**src/rtl/fifo_wr_arbiter.sv**
```systemverilog
// rtl/fifo_wr_arbiter.sv - round-robin arbiter sharing one async-FIFO write port among NREQ producers
module fifo_wr_arbiter #(
    parameter int NREQ       = 4,
    parameter int DATA_WIDTH = 8,
    parameter int MAX_BURST  = 4
) (
    input  logic                       wclk,
    input  logic                       wrst_n,
    input  logic [NREQ-1:0]            req_valid,
    input  logic [NREQ*DATA_WIDTH-1:0] req_data,
    output logic [NREQ-1:0]            req_ready,
    input  logic                       wfull,
    output logic                       winc,
    output logic [DATA_WIDTH-1:0]      wdata,
    output logic [NREQ-1:0]            grant,
    output logic                       busy
);

    localparam int OW = $clog2(NREQ);
    localparam int BW = $clog2(MAX_BURST) + 1;
    localparam logic [BW-1:0] BURST_LAST = BW'(MAX_BURST - 1);
    localparam logic [OW-1:0] OWNER_LAST = OW'(NREQ - 1);

    typedef enum logic {
        IDLE,
        GRANT
    } state_t;

    state_t          state_q, state_d;
    logic [NREQ-1:0] grant_q, grant_d;
    logic [BW-1:0]   burst_q, burst_d;
    logic [OW-1:0]   last_q, last_d;
    logic [OW-1:0]   owner_q, owner_d;

    logic [OW-1:0]   sel;
    logic            found;
    logic            own_valid;
    logic            xfer;

    // Circular search starting just after the previous owner; the modulo keeps the index in range for any NREQ.
    always_comb begin
        int            idx;
        logic [OW-1:0] cand;
        found = 1'b0;
        sel   = '0;
        idx   = 0;
        cand  = '0;
        for (int k = 1; k <= NREQ; k++) begin
            idx  = (int'(last_q) + k) % NREQ;
            cand = OW'(idx);
            if (!found && req_valid[cand]) begin
                found = 1'b1;
                sel   = cand;
            end
        end
    end

    always_comb begin
        wdata = '0;
        for (int i = 0; i < NREQ; i++) begin
            if (grant_q[i]) begin
                wdata = req_data[i*DATA_WIDTH +: DATA_WIDTH];
            end
        end
    end

    assign own_valid = |(req_valid & grant_q);
    assign xfer      = (state_q == GRANT) && own_valid && !wfull;
    assign winc      = xfer;
    assign req_ready = wfull ? '0 : grant_q;
    assign grant     = grant_q;
    assign busy      = (state_q == GRANT);

    always_ff @(posedge wclk or negedge wrst_n) begin
        if (!wrst_n) begin
            state_q <= IDLE;
            grant_q <= '0;
            burst_q <= '0;
            last_q  <= OWNER_LAST;
            owner_q <= '0;
        end else begin
            state_q <= state_d;
            grant_q <= grant_d;
            burst_q <= burst_d;
            last_q  <= last_d;
            owner_q <= owner_d;
        end
    end

    always_comb begin
        state_d = state_q;
        grant_d = grant_q;
        burst_d = burst_q;
        last_d  = last_q;
        owner_d = owner_q;
        unique case (state_q)
            IDLE: begin
                if (found) begin
                    state_d = GRANT;
                    grant_d = NREQ'(1) << sel;
                    burst_d = '0;
                    owner_d = sel;
                end
            end
            GRANT: begin
                // Owner dropping valid or hitting the burst limit both hand the port back through IDLE.
                if (!own_valid || (xfer && burst_q == BURST_LAST)) begin
                    state_d = IDLE;
                    grant_d = '0;
                    burst_d = '0;
                    last_d  = owner_q;
                end else if (xfer) begin
                    burst_d = burst_q + 1'b1;
                end
            end
            default: begin
                state_d = IDLE;
                grant_d = '0;
            end
        endcase
    end

endmodule

```
**config.mk**
```make
export PLATFORM = sky130hd
export DESIGN_NAME = fifo_wr_arbiter
export DESIGN_NICKNAME = d
export VERILOG_FILES = /design/src/rtl/fifo_wr_arbiter.sv
export SDC_FILE = /design/constraint.sdc
export NUM_CORES = 1
export LEC_CHECK = 0
export ABC_AREA = 1
export BUFFER_PORTS_ARGS = -buffer_cell sky130_fd_sc_hd__buf_2
export CORE_MARGIN = 2
export CORE_UTILIZATION = 36
export CTS_CLUSTER_SIZE = 24
export DETAILED_ROUTE_END_ITERATION = 6
export HOLD_SLACK_MARGIN = 0.08
export PLACE_DENSITY_LB_ADDON = 0.05
export SLEW_MARGIN = 40
export SYNTH_ARGS = -nofsm -noshare
export SYNTH_HDL_FRONTEND = slang
export SYNTH_SLANG_ARGS = --single-unit
```
**constraint.sdc**
```tcl
create_clock -name wclk -period 1.6 [get_ports wclk]
set_input_delay 0 -clock wclk [delete_from_list [all_inputs] [get_ports wclk]]
set_output_delay 0 -clock wclk [all_outputs]
set_load 0.01 [all_outputs]
```
Word level (Yosys, flattened, before mapping)
Cells that the tools add are included.
{ "word_totals": {"regBits": 12, "in_bits": 39, "word_cells": 69, "output_inout_bits": 18} }
{ "op_classes": {"bitwise": 2, "shift": 1, "n_mux": 31, "n_reduce_logical": 17, "addsub": 5, "n_eq_ne": 4, "order_cmp": 4} }
{ "op_table": {"columns": ["operator", "count"], "rows": [
  ["8-bit two-way mux", 4],
  ["2-bit by 3-bit < comparator with 1-bit output, second input constant", 4],
  ["4-bit two-way mux", 3],
  ["1-bit two-way mux", 10],
  ["3-bit two-way mux", 3],
  ["1-bit binary-select mux with 2-bit select", 4],
  ["2-bit two-way mux", 4],
  ["4-bit one-hot mux with 2 select lines", 1],
  ["2-bit AND reduction", 4],
  ["1-bit logical AND", 6],
  ["3-bit one-hot mux with 2 select lines", 1],
  ["1-bit logical NOT", 5],
  ["2-bit by 1-bit adder with 2-bit output, second input constant", 2],
  ["2-bit adder, second input constant", 2],
  ["4-bit bitwise AND", 1],
  ["4-bit OR reduction", 1],
  ["1-bit by 2-bit left shift with 4-bit output, first input constant", 1],
  ["3-bit by 1-bit adder with 3-bit output, second input constant", 1],
  ["3-bit by 2-bit == test with 1-bit output, second input constant", 1],
  ["3-bit by 1-bit inequality test with 1-bit output, second input constant", 1],
  ["2-bit by 1-bit inequality test with 1-bit output, second input constant", 1],
  ["2-bit inequality test, second input constant", 1],
  ["1-bit one-hot mux with 2 select lines", 1],
  ["1-bit logical OR", 1],
  ["1-bit inverter", 1]
]} }

Depth between registers and ports, before layout
Gate-level depths: netlist of run 1.
{ "logic_depth": {"ltp_word": 16, "ltp_mapped": 12, "mapped_depth_nobuf": 12} }

Least setup slack after synthesis of run 1
Ideal clock, no wire load.
{ "synth_timing": {"path_kind": "reg2reg", "from": "register last_q[0]", "to": "register owner_q[0]", "arrival_time_ns": 1.376, "required_time_ns": 1.481, "setup_slack_ns": 0.105, "path_stages_with_launch": 10, "cell_sequence": "dfstp_2 -> buf_6 -> nand2_2 -> nand3_1 -> nand2_2 -> nor2_4 -> nand3_4 -> nand2_4 -> nand2_2 -> and2_1"} }
{ "synth_between": {"elab_chain_cells": 14} }
{ "synth_lines": {"columns": ["item", "line", "rtl"], "rows": [
  ["start, declared", "32", "logic [OW-1:0] last_q, last_d;"],
  ["start signal, assigned", "85", "last_q <= last_d;"],
  ["2-bit by 1-bit adder with 2-bit output", "49", "idx = (int'(last_q) + k) % NREQ;"],
  ["1-bit binary-select mux with 2-bit select", "51", "if (!found && req_valid[cand]) begin"],
  ["1-bit two-way mux (implied by the code)", "51", null],
  ["1-bit two-way mux", "51", null],
  ["1-bit logical NOT", "51", null],
  ["1-bit logical AND", "51", null],
  ["1-bit two-way mux", "51", null],
  ["1-bit logical NOT", "51", null],
  ["1-bit logical AND", "51", null],
  ["1-bit two-way mux", "51", null],
  ["1-bit logical NOT", "51", null],
  ["1-bit logical AND", "51", null],
  ["1-bit two-way mux", "51", null],
  ["2-bit AND reduction (no source line)", null, null],
  ["end signal, assigned", "86", "owner_q <= owner_d;"],
  ["end, declared", "33", "logic [OW-1:0] owner_q, owner_d;"]
]} }
Several ways; a longest one is shown, not always the timed one. The select of a mux whose other input is x is not followed.
A chain may end at the register's enable or synchronous reset.

Worst setup path in the final report of run 1
{ "layout_timing": {"from": "register last_q[0]", "to": "register grant_q[1], in the netlist grant[1]"} }
{ "layout_between": {"elab_chain_cells": 16} }
{ "layout_lines": {"columns": ["item", "line", "rtl"], "rows": [
  ["2-bit by 1-bit adder with 2-bit output", "49", null],
  ["1-bit binary-select mux with 2-bit select", "51", null],
  ["1-bit two-way mux (implied by the code)", "51", null],
  ["1-bit two-way mux", "51", null],
  ["1-bit logical NOT", "51", null],
  ["1-bit logical AND", "51", null],
  ["1-bit two-way mux", "51", null],
  ["1-bit logical NOT", "51", null],
  ["1-bit logical AND", "51", null],
  ["1-bit two-way mux", "51", null],
  ["1-bit logical NOT", "51", null],
  ["1-bit logical AND", "51", null],
  ["2-bit two-way mux", "51", null],
  ["1-bit by 2-bit left shift with 4-bit output", "100", "grant_d = NREQ'(1) << sel;"],
  ["4-bit two-way mux", "98", "if (found) begin"],
  ["4-bit one-hot mux with 2 select lines", "96", "unique case (state_q)"],
  ["end signal, assigned", "83", "grant_q <= grant_d;"],
  ["end, declared", "30", "logic [NREQ-1:0] grant_q, grant_d;"]
]} }
Several ways; a longest one is shown, not always the timed one. The select of a mux whose other input is x is not followed.

==> impl_results.md, run 1 <==
* Outcome: finished with violations
* Failing checks: negative setup slack
* Critical Path AT at ~1900 ps
* Sequential power share at 17.9%
* Initial core utilization at 38.5%
* Clock sinks at 12
* Syn Nets at 220
* Yosys cell types at 26
* DRT iter0 DRCs at 74
* Yosys top cell by area: dfrtp_1
* Largest cells by area after synthesis: dfrtp_1 21%, nand2_1 18%, nand2_2 6.8%
* Mean post-synth cell area at about 6.7 µm²
* Util after Layout at 53.8%
* P&R area growth vs syn at 39.8%
* Max Slew Vio Count at 0
* Post-route cell area at approximately 1700 µm²
* DR WL/cell at 11.8 µm
* Comb pwr share at 75.4%
* Yosys top cell area share at 20.9%
* # DRC at 0
* Clock-pin slew on the worst setup and hold paths at 80 ps
* # setup viols final at 4
* Power Internal at 1.44 mW
* Max H-tree Level at 1
* Max Fanout on Critical Path at 4
* VDD IR max at 914 µV
* Clk buf depth at 2
* P per Cell Area at 1830 nW/µm²
* Clock latency on the worst-skew pair at 280 ps
* Post-Route WL at 3390 µm
* Pin count of the biggest net entering global routing at 20
* Gr usage total at 18.7%
* Fin Hold WS at 117 ps
* Final setup margin at -47.0 ps
* Placed cell area at 1550 µm²
* Post-Layout Cell Count at 287
* First drt pass iteration count at 4
* Die ar. at 3800 µm²
* Hold Path Class: in2async
* Gp weighted congestion at 0.866
* Yosys warns at 0
* Final Critical Period at 1650 ps
* Critical path type: reg2reg
* Fmax at 607 MHz
* Grt ovf at 0
* Clock power share at 6.6%
* Most common cell in the netlist: nand2_1
* Global-route wire length before repair at 5390 µm
* Vias post-DR at 1445
* Site row count at 20
* Lkg Pwr at 0.898 nW
* Switch Pwr at 1.62 mW
* Startpoint Class: register
* CTS tree: yes
* Synthesized area at 1190 µm²
* Unrepaired setup endpoints after global routing: true
* Number of global-route vias before repair at 1228
* Worst Path Required at 1820 ps
* Die X at 61.6 µm
* FFs w/ async S/R, synth at 100%
* Die height at 61.6 µm
* # diodes at 0
* Root Driver: clkbuf_4
* Num CTS Buffers at 3
* Post-synth EDFFs at 0
* Crit share post-route at 103%
* HPWL Detailed at 2740 µm
* Dpl cells at 279
* Final #Nets at 285
* Clock Skews at 1.59 ps
* Worst-Margin Slew at 265 ps
* Fin. Hold Viols at 0
* Core ar. at 3100 µm²
* Remaining antenna violation count at 0
* IO Pins at 57
* Post-synthesis sequential area ratio at 25.3%
* Share of cells above drive strength 1 at a little under half
* Vias/cell at 5.03
* Crit end category: register
* Most common flop cell mapped by yosys: dfrtp_1
* Max-cap violation count at 0
* IO buf count at 56
* Post-synthesis instance total at between 150 and 200
* Slew Limit Headroom at 82.3%
* Synth Register Bits at 12
* Top cells by instance count after synthesis: 58 x nand2_1, 15 x inv_1, 15 x nor2_1, 13 x nand2_2, 12 x nand3_1
* Initial antenna violation count at 0
* Switching Share at 53.0%
## routing by layer
| layer | track usage, % | vias up | share of wire (%) |
|---|---|---|---|
| li1 | - | 718 | - |
| met1 | 26.6 | 674 | 45 |
| met2 | 29.9 | 48 | 47 |
| met3 | 1.89 | 5 | 6.7 |
| met4 | 5.47 | 0 | 0.97 |
| met5 | 0 | - | 0 |
## state kept, by name, summed over array words and instances, names as in the netlist
| register | cells |
|---|---|
| grant | 4 |
| burst_q | 3 |
| busy | 1 |
| last_q | 2 |
| owner_q | 2 |
## cell families (layout without fill, tap and decap cells)
| logic type | after synthesis | in the layout | share of synthesized area, % |
|---|---|---|---|
| AND/OR/NAND/NOR | 116 | 116 | 48.8 |
| flip-flops | 12 | 12 | 25.3 |
| buffers and inverters | 24 | 88 | 8.48 |
| adder cells (fa/ha/maj) | 2 | 2 | 2.09 |
| AO/OA/AOI/OAI | 25 | 25 | 15.3 |
## layout make-up
class	instances	area (µm²)
Inverter	19	82.6
Timing Repair Buffer	65	363
Multi-Input combinational cell	143	840
Tap cell	44	55.1
Sequential cell	12	304
Fill cell	323	1430
Clock buffer	4	26.3
## power groups by stage
stage	registers (mW)	clock network (mW)	logic [mW]
2_1_floorplan	0.542	0	1.57
3_3_place_gp	0.550	0	2.11
3_5_place_dp	0.552	0	2.12
4_1_cts	0.555	0.211	2.20
5_1_grt	0.571	0.222	2.60
6_report	0.550	0.203	2.31
## cell usage in the layout, fill, tap and decap left out, types with 2 or more instances in the layout
cell type | Yosys | final
nor2_1 | 15 | 14
ha_1 | 2 | 2
nand2_2 | 13 | 19
nor2_4 | 1 | 3
buf_4 | 1 | 7
nand2_1 | 58 | 51
nand4_1 | 3 | 3
inv_1 | 15 | 15
o31ai_1 | 8 | 8
dfrtp_1 | 10 | 9
dfstp_2 | 2 | 2
clkbuf_4 | 0 | 3
buf_2 | 0 | 56
a221oi_1 | 8 | 8
nand3_1 | 12 | 10
nand3_2 | 1 | 3
nand2_4 | 7 | 8
or2_2 | 2 | 2
o21ai_1 | 6 | 6
## worst max-delay path, stage by stage, from the launching register on
cell     delay [ps]
dfstp_2         620
buf_4           160
nand2_2          70
nand2_4          90
nand2_1          60
nand2_2         110
nand3_2         110
nor2_4          110
inv_1            50
nand2_2          80
nand3_1          80
nand2_1          60
## path summary, 6_finish.rpt
| check | from | to | slack (ps) | cells after the start |
|---|---|---|---|---|
| max | last_q[0]$_DFFE_PN1P_ | grant[1]$_DFFE_PN0P_ | -50 | 11 |
| min | wrst_n | owner_q[0]$_DFFE_PN0P_ | 120 | 2 |
| max reg2reg | last_q[0]$_DFFE_PN1P_ | grant[1]$_DFFE_PN0P_ | -50 | 11 |
| min reg2reg | burst_q[1]$_DFFE_PN0P_ | burst_q[1]$_DFFE_PN0P_ | 490 | 2 |
| max in group asynchronous | wrst_n | last_q[0]$_DFFE_PN1P_ | 1220 | 2 |
| min in group wclk | wfull | burst_q[2]$_DFFE_PN0P_ | 220 | 5 |
## metrics by stage
stage | setup TNS, ps | setup WS (ps) | total power [mW]
final | -157 | -47.0 | 3.06
after global routing | -1060 | -167 | 3.39
after CTS | -72.8 | -50.3 | 2.97
after detailed placement | -51.6 | -51.6 | 2.68
after global placement | -10.8 | -10.8 | 2.66
after floorplan | 0 | 105 | 2.11
## repair_timing
| item | 4_1_cts | 5_1_grt |
|---|---|---|
| gates resized for setup | 9 | 10 |
| pin swaps | 2 | 3 |
| hold endpoints to repair | 12 | 0 |
| endpoints found under the setup margin | 12 | 19 |
| setup buffers | 1 | 2 |
| hold buffers | 1 | 0 |
Note: power is estimated with default switching activity, not from simulation.
==> run 2: changes to the inputs <==
--- a/config.mk
+++ b/config.mk
@@ -12,7 +12,7 @@
 export CTS_CLUSTER_SIZE = 24
 export DETAILED_ROUTE_END_ITERATION = 6
+export GPL_TIMING_DRIVEN = 0
 export HOLD_SLACK_MARGIN = 0.08
 export PLACE_DENSITY_LB_ADDON = 0.05
-export SLEW_MARGIN = 40
 export SYNTH_ARGS = -nofsm -noshare
 export SYNTH_HDL_FRONTEND = slang
==> constraint.sdc (replaced) <==
create_clock -name wclk -period 1.6 [get_ports wclk]
set_input_delay 0.48 -clock wclk [delete_from_list [all_inputs] [get_ports wclk]]
set_output_delay 0.48 -clock wclk [all_outputs]
set_load 0.01 [all_outputs]
==> run 2 against run 1 <==
  * Largest cell class unchanged
  * The flow still finishes with violations (negative setup slack)
  * Design area rose by 23%
  * Wire length is 24% higher
  * Sequential cell count is the same
  * Register-to-register slack got worse by 80 ps
  * Combinational power up 27%
  * Final cell count grew 5.2%
  * Core utilization is 12 points higher
  * First-iteration DRC count rose by 26%
  * Clock-buffer cell count stayed put
  * Largest power group unchanged
==> impl_results.md, run 2 (synthesized netlist as in run 1, its figures left out) <==
* Outcome: finished with violations
* Failing checks: negative setup slack
* Vias post-DR at 1552
* Critical Path AT at 1440 ps
* Final Critical Period at 1920 ps
* DR WL/cell at 13.9 µm
* P per Cell Area at approximately 1800 nW/µm²
* Max H-tree Level at 1
* Crit share post-route at 120%
* DRT iter0 DRCs at 93
* Initial core utilization at roughly two fifths
* Worst Reg-to-Reg Cells at 11
* Clock latency on the worst-skew pair at about 270 ps
* Commonest non-fill, non-tap cells in the layout: 56 x buf_2, 50 x nand2_1, 19 x nand2_2
* Max incr delay on CP at 390 ps
* Fin. Hold Viols at 0
* Lkg Pwr at 1.06 nW
* WP buf/inv at 3
* Reg2reg start: grant[2]$_DFFE_PN0P_
* Fmax at 521 MHz
* Remaining antenna violation count at 0
* Clock sinks at 12
* Total power at 3.77 mW
* HPWL Detailed at 2860 µm
* Worst hold path endpoint: burst_q[2]$_DFFE_PN0P_
* Die X at 61.6 µm
* Grt ovf at 0
* Critical path type: reg2out
* Share of cells above drive strength 1 at 60.1%
* # DRC at 0
* Vias/cell at 5.14
* Final setup margin at -319 ps
* Post-route cell area at 2050 µm²
* Number of global-route vias before repair at 1313
* Max Slew Vio Count at 0
* Initial antenna violation count at 0
* CTS tree: yes
* Placed cell area at 1570 µm²
* Hold wc startpoint: burst_q[2]$_DFFE_PN0P_
* Die ar. at 3800 µm²
* Core ar. at between 3000 and 4000 µm²
* Site row count at 20
* Clock Skews at 5.38 ps
* Critical-path top delay cell: dfrtp_1
* Global-route wire length before repair at 5740 µm
* Setup TNS at -3980 ps
* Hold Path Class: reg2reg
* Max-cap violation count at 0
* First drt pass iteration count at 5
* IO Pins at 57
* Startpoint Class: register
* Unrepaired setup endpoints after global routing: true
* Die height at 61.6 µm
* Max Fanout on Critical Path at 8
* Pin count of the biggest net entering global routing at 13
* Num CTS Buffers at 3
* IO buf count at 56
* Clk buf depth at 2
* Clock-pin slew on the worst setup and hold paths at 80 ps
* Util after Layout at 66.2%
* Crit-path cells: inv_2 > nor2_4 > buf_12 > a221oi_4 > o31ai_2 > buf_2
* Hold Crit Depth at 2
* # diodes at 0
* Commonest non-fill, non-tap cell in the layout: buf_2
* Worst Path Required at 1120 ps
* Final #Nets at 300
* Post-Route WL at 4200 µm
* Fin Hold WS at 487 ps
* Root Driver: clkbuf_4
* # setup viols final at 22
* Slew Limit Headroom at 76.3%
* VDD IR max at 982 µV
* Gr usage total at about a fifth
* R2r endpoint: grant[0]$_DFFE_PN0P_
* Largest register FFs at 4
* Crit end category: primary output
* Gp weighted congestion at between 0.8 and 0.9
* P&R area growth vs syn at 71.8%
* Crit-path leading delay family: flip-flops
* Flop2flop setup slack at -130 ps
* Worst-Margin Slew at 355 ps
## run 2: metal layers
metal	track usage, %	vias up	routed length, µm
li1	-	750	-
met1	26.2	724	1790
met2	35.3	73	2060
met3	2.52	5	311
met4	4.56	0	40
met5	0	-	0
## run 2: layout make-up
type                            count  area [µm²]
Fill cell                         288        1050
Tap cell                           44        55.1
Clock buffer                        4        36.3
Inverter                           19        88.8
Buffer                              5        76.3
Sequential cell                    12         304
Multi-Input combinational cell    143        1020
Timing Repair Buffer               75         472
## run 2: repair_timing
action / in CTS / in global routing
pin swaps: 3 / 5
endpoints found under the hold margin: 7 / 0
gates resized for setup: 34 / 34
setup endpoints to repair: 15 / 24
hold buffers: 1 / 0
cloned: 3 / 2
setup buffers: 10 / 4
## run 2: worst max path at each step
stage / to / slack (ps) / depth (start not counted) / from
final: wdata[3] / -320 / 6 / grant[0]$_DFFE_PN0P_
after global placement: wdata[2] / -180 / 4 / grant[1]$_DFFE_PN0P_
after global routing: wdata[0] / -370 / 6 / grant[0]$_DFFE_PN0P_
after CTS: wdata[7] / -280 / 4 / grant[1]$_DFFE_PN0P_
after detailed placement: wdata[2] / -200 / 4 / grant[1]$_DFFE_PN0P_
after floorplan: wdata[0] / 10 / 3 / grant[1]$_DFFE_PN0P_
## run 2: report_power, final
part	total (mW)	internal, mW	switching, mW
combinational	2.94	1.27	1.67
sequential	0.593	0.438	0.156
clock	0.239	0.138	0.101
## run 2: stage by stage
step                cells  setup WS, ps
floorplan             179          10.4
global placement      279          -178
detailed placement    279          -196
CTS                   297          -282
global route          302          -371
finish                302          -319
## run 2: worst register-to-register path, delay by kind of cell, from the launching register on
| family | cells | cell delay [ps] |
|---|---|---|
| simple gates | 5 | 460 |
| compound gates | 1 | 60 |
| buf+inv | 5 | 660 |
| flops | 1 | 440 |
==> run 3: changes to the inputs <==
- ABC_CLOCK_PERIOD_IN_PS: unset -> 1600
- CELL_PAD_IN_SITES_DETAIL_PLACEMENT: unset -> 2
- CELL_PAD_IN_SITES_GLOBAL_PLACEMENT: unset -> 2
- CORE_UTILIZATION: 36 -> 21
==> run 3 against run 2 <==
  * The flow still finishes with violations (negative setup slack)
  * Total power increased by 21%
  * Clock power up 37%
  * Combinational power is 23% higher
  * Sequential cell count is the same
  * Largest cell class unchanged
==> impl_results.md, run 3 (synthesized netlist as in run 1, its figures left out) <==
* DRT iter0 DRCs at 53
* # hold bufs at CTS at 0
* Die height at ~79 µm
* DR WL/cell at ~17 µm
* Pre-CTS setup slack at -301 ps
* Max incr delay on CP at 450 ps
* CTS tree: yes
* Remaining antenna violation count at 0
* Critical-path top delay cell: dfrtp_2
* Worst Reg-to-Reg Cells at 10
* Hold Path Class: in2async
* Post-Layout Cell Count at 339
* VDD IR max at 1060 µV
* Post-route cell area at 2310 µm²
* Grt ovf at 0
* P per Cell Area at 1970 nW/µm²
* Worst Path Required at ~1100 ps
* Lkg Pwr at about 1.1 nW
* Critical Path AT at around 1400 ps
* First drt pass iteration count at 4
* Commonest non-fill, non-tap cells in the layout: 55 x buf_2, 38 x nand2_1, 25 x nand2_2
* Initial core utilization at 21.7%
* Reg2reg start: last_q[0]$_DFFE_PN1P_
* Max H-tree Level at 1
* Commonest non-fill, non-tap cell in the layout: buf_2
* Gp weighted congestion at 0.722
* Global-route wire length before repair at 9370 µm
* Placed cell area at 1610 µm²
* Outcome: finished with violations
* Final Critical Period at 1900 ps
* HPWL Detailed at 3960 µm
* Util after Layout at 41.9%
* Worst-Margin Slew at approximately 400 ps
* Total power at 4.55 mW
* Max Slew Vio Count at 0
* Root Driver: clkbuf_8
* Final setup margin at -302 ps
* Max-cap violation count at 0
* Clock Skews at slightly above 0.6 ps
* Vias/cell at 4.71
* IO Pins at 57
* IO buf count at 56
* Unrepaired setup endpoints after global routing: true
* Flop2flop setup slack at -140 ps
* Fin Hold WS at 110 ps
* Core ar. at 5510 µm²
* Fin. Hold Viols at 0
* Crit share post-route at 119%
* Die ar. at roughly 6300 µm²
* Clk buf depth at 2
* Gr usage total at 18.8%
* # diodes at 0
* Final #Nets at 309
* P&R area growth vs syn at 93.0%
* Num CTS Buffers at 3
* Clock latency on the worst-skew pair at 240 ps
* Fmax at 526 MHz
* Dpl cells at between 300 and 400
* Max Fanout on Critical Path at 8
* Largest register FFs at 4
* Crit-path cells: nor2_4 > buf_12 > a221oi_2 > o31ai_2 > buf_2
* Filler instances at 633
* R2r endpoint: owner_q[0]$_DFFE_PN0P_
* Die X at 79.4 µm
* Vias post-DR at 1595
* Clock-pin slew on the worst setup and hold paths at 50 ps
* Crit end category: primary output
* Number of global-route vias before repair at 1864
* Failing checks: negative setup slack
* Site row count at 27
* Slew Limit Headroom at ~73%
* Pin count of the biggest net entering global routing at 13
* Startpoint Class: register
* Setup TNS at -3570 ps
* Post-Route WL at 5900 µm
* # DRC at 0
* Share of cells above drive strength 1 at 70.4%
* Initial antenna violation count at 0
* Critical path type: reg2out
* Clock sinks at 12
* # setup viols final at 22
run 3: cell count changes in the layout (fill, tap and decap cells not counted), sizes merged:
cell	previous run	this run
buf	76	84
dlygate4sd3	1	0
clkbuf	7	9
run 3: what timing repair did:
item / in CTS / in global routing
buffers inserted: 22 / 3
pin swaps: 35 / 3
gates resized for setup: 77 / 22
endpoints found under the hold margin: 0 / 0
setup endpoints to repair: 23 / 25
gates cloned: 4 / 0
run 3: worst max-delay path: cells and delay by family (launching register included):
kind                   cells  cell delay (ps)
AOI/OAI and AO/OA          2              250
buffers and inverters      2              320
DFF                        1              450
and+or+nand+nor            1              150
run 3: cell type report:
class / instances / area [µm²] / area share [%]
Multi-Input combinational cell: 143 / 1150 / 49.8
Timing Repair Buffer: 84 / 531 / 23.0
Sequential cell: 12 / 305 / 13.2
Inverter: 19 / 91.3 / 3.96
Tap cell: 72 / 90.1 / 3.91
Buffer: 5 / 86.3 / 3.74
Clock buffer: 4 / 55.1 / 2.39
run 3: worst max path at each step:
stage	from	slack [ps]	end
6_report	grant[1]$_DFFE_PN0P_	-300	wdata[1]
5_1_grt	grant[1]$_DFFE_PN0P_	-360	wdata[7]
4_1_cts	grant[0]$_DFFE_PN0P_	-270	wdata[1]
3_5_place_dp	grant[1]$_DFFE_PN0P_	-300	wdata[3]
3_3_place_gp	grant[1]$_DFFE_PN0P_	-270	wdata[2]
2_1_floorplan	grant[1]$_DFFE_PN0P_	10	wdata[0]
run 3: where the power goes:
group	switching, mW	internal (mW)	total, mW
Sequential	0.158	0.440	0.598
Clock	0.110	0.217	0.327
Combinational	2.09	1.53	3.62
run 3: per-layer routing:
| metal | up-vias | track usage (%) | routed length, µm |
|---|---|---|---|
| met5 | - | 0 | 0 |
| met4 | 0 | 3.62 | 48 |
| met3 | 6 | 1.70 | 178 |
| met2 | 30 | 35.5 | 3220 |
| met1 | 792 | 23.0 | 2460 |
| li1 | 767 | - | - |
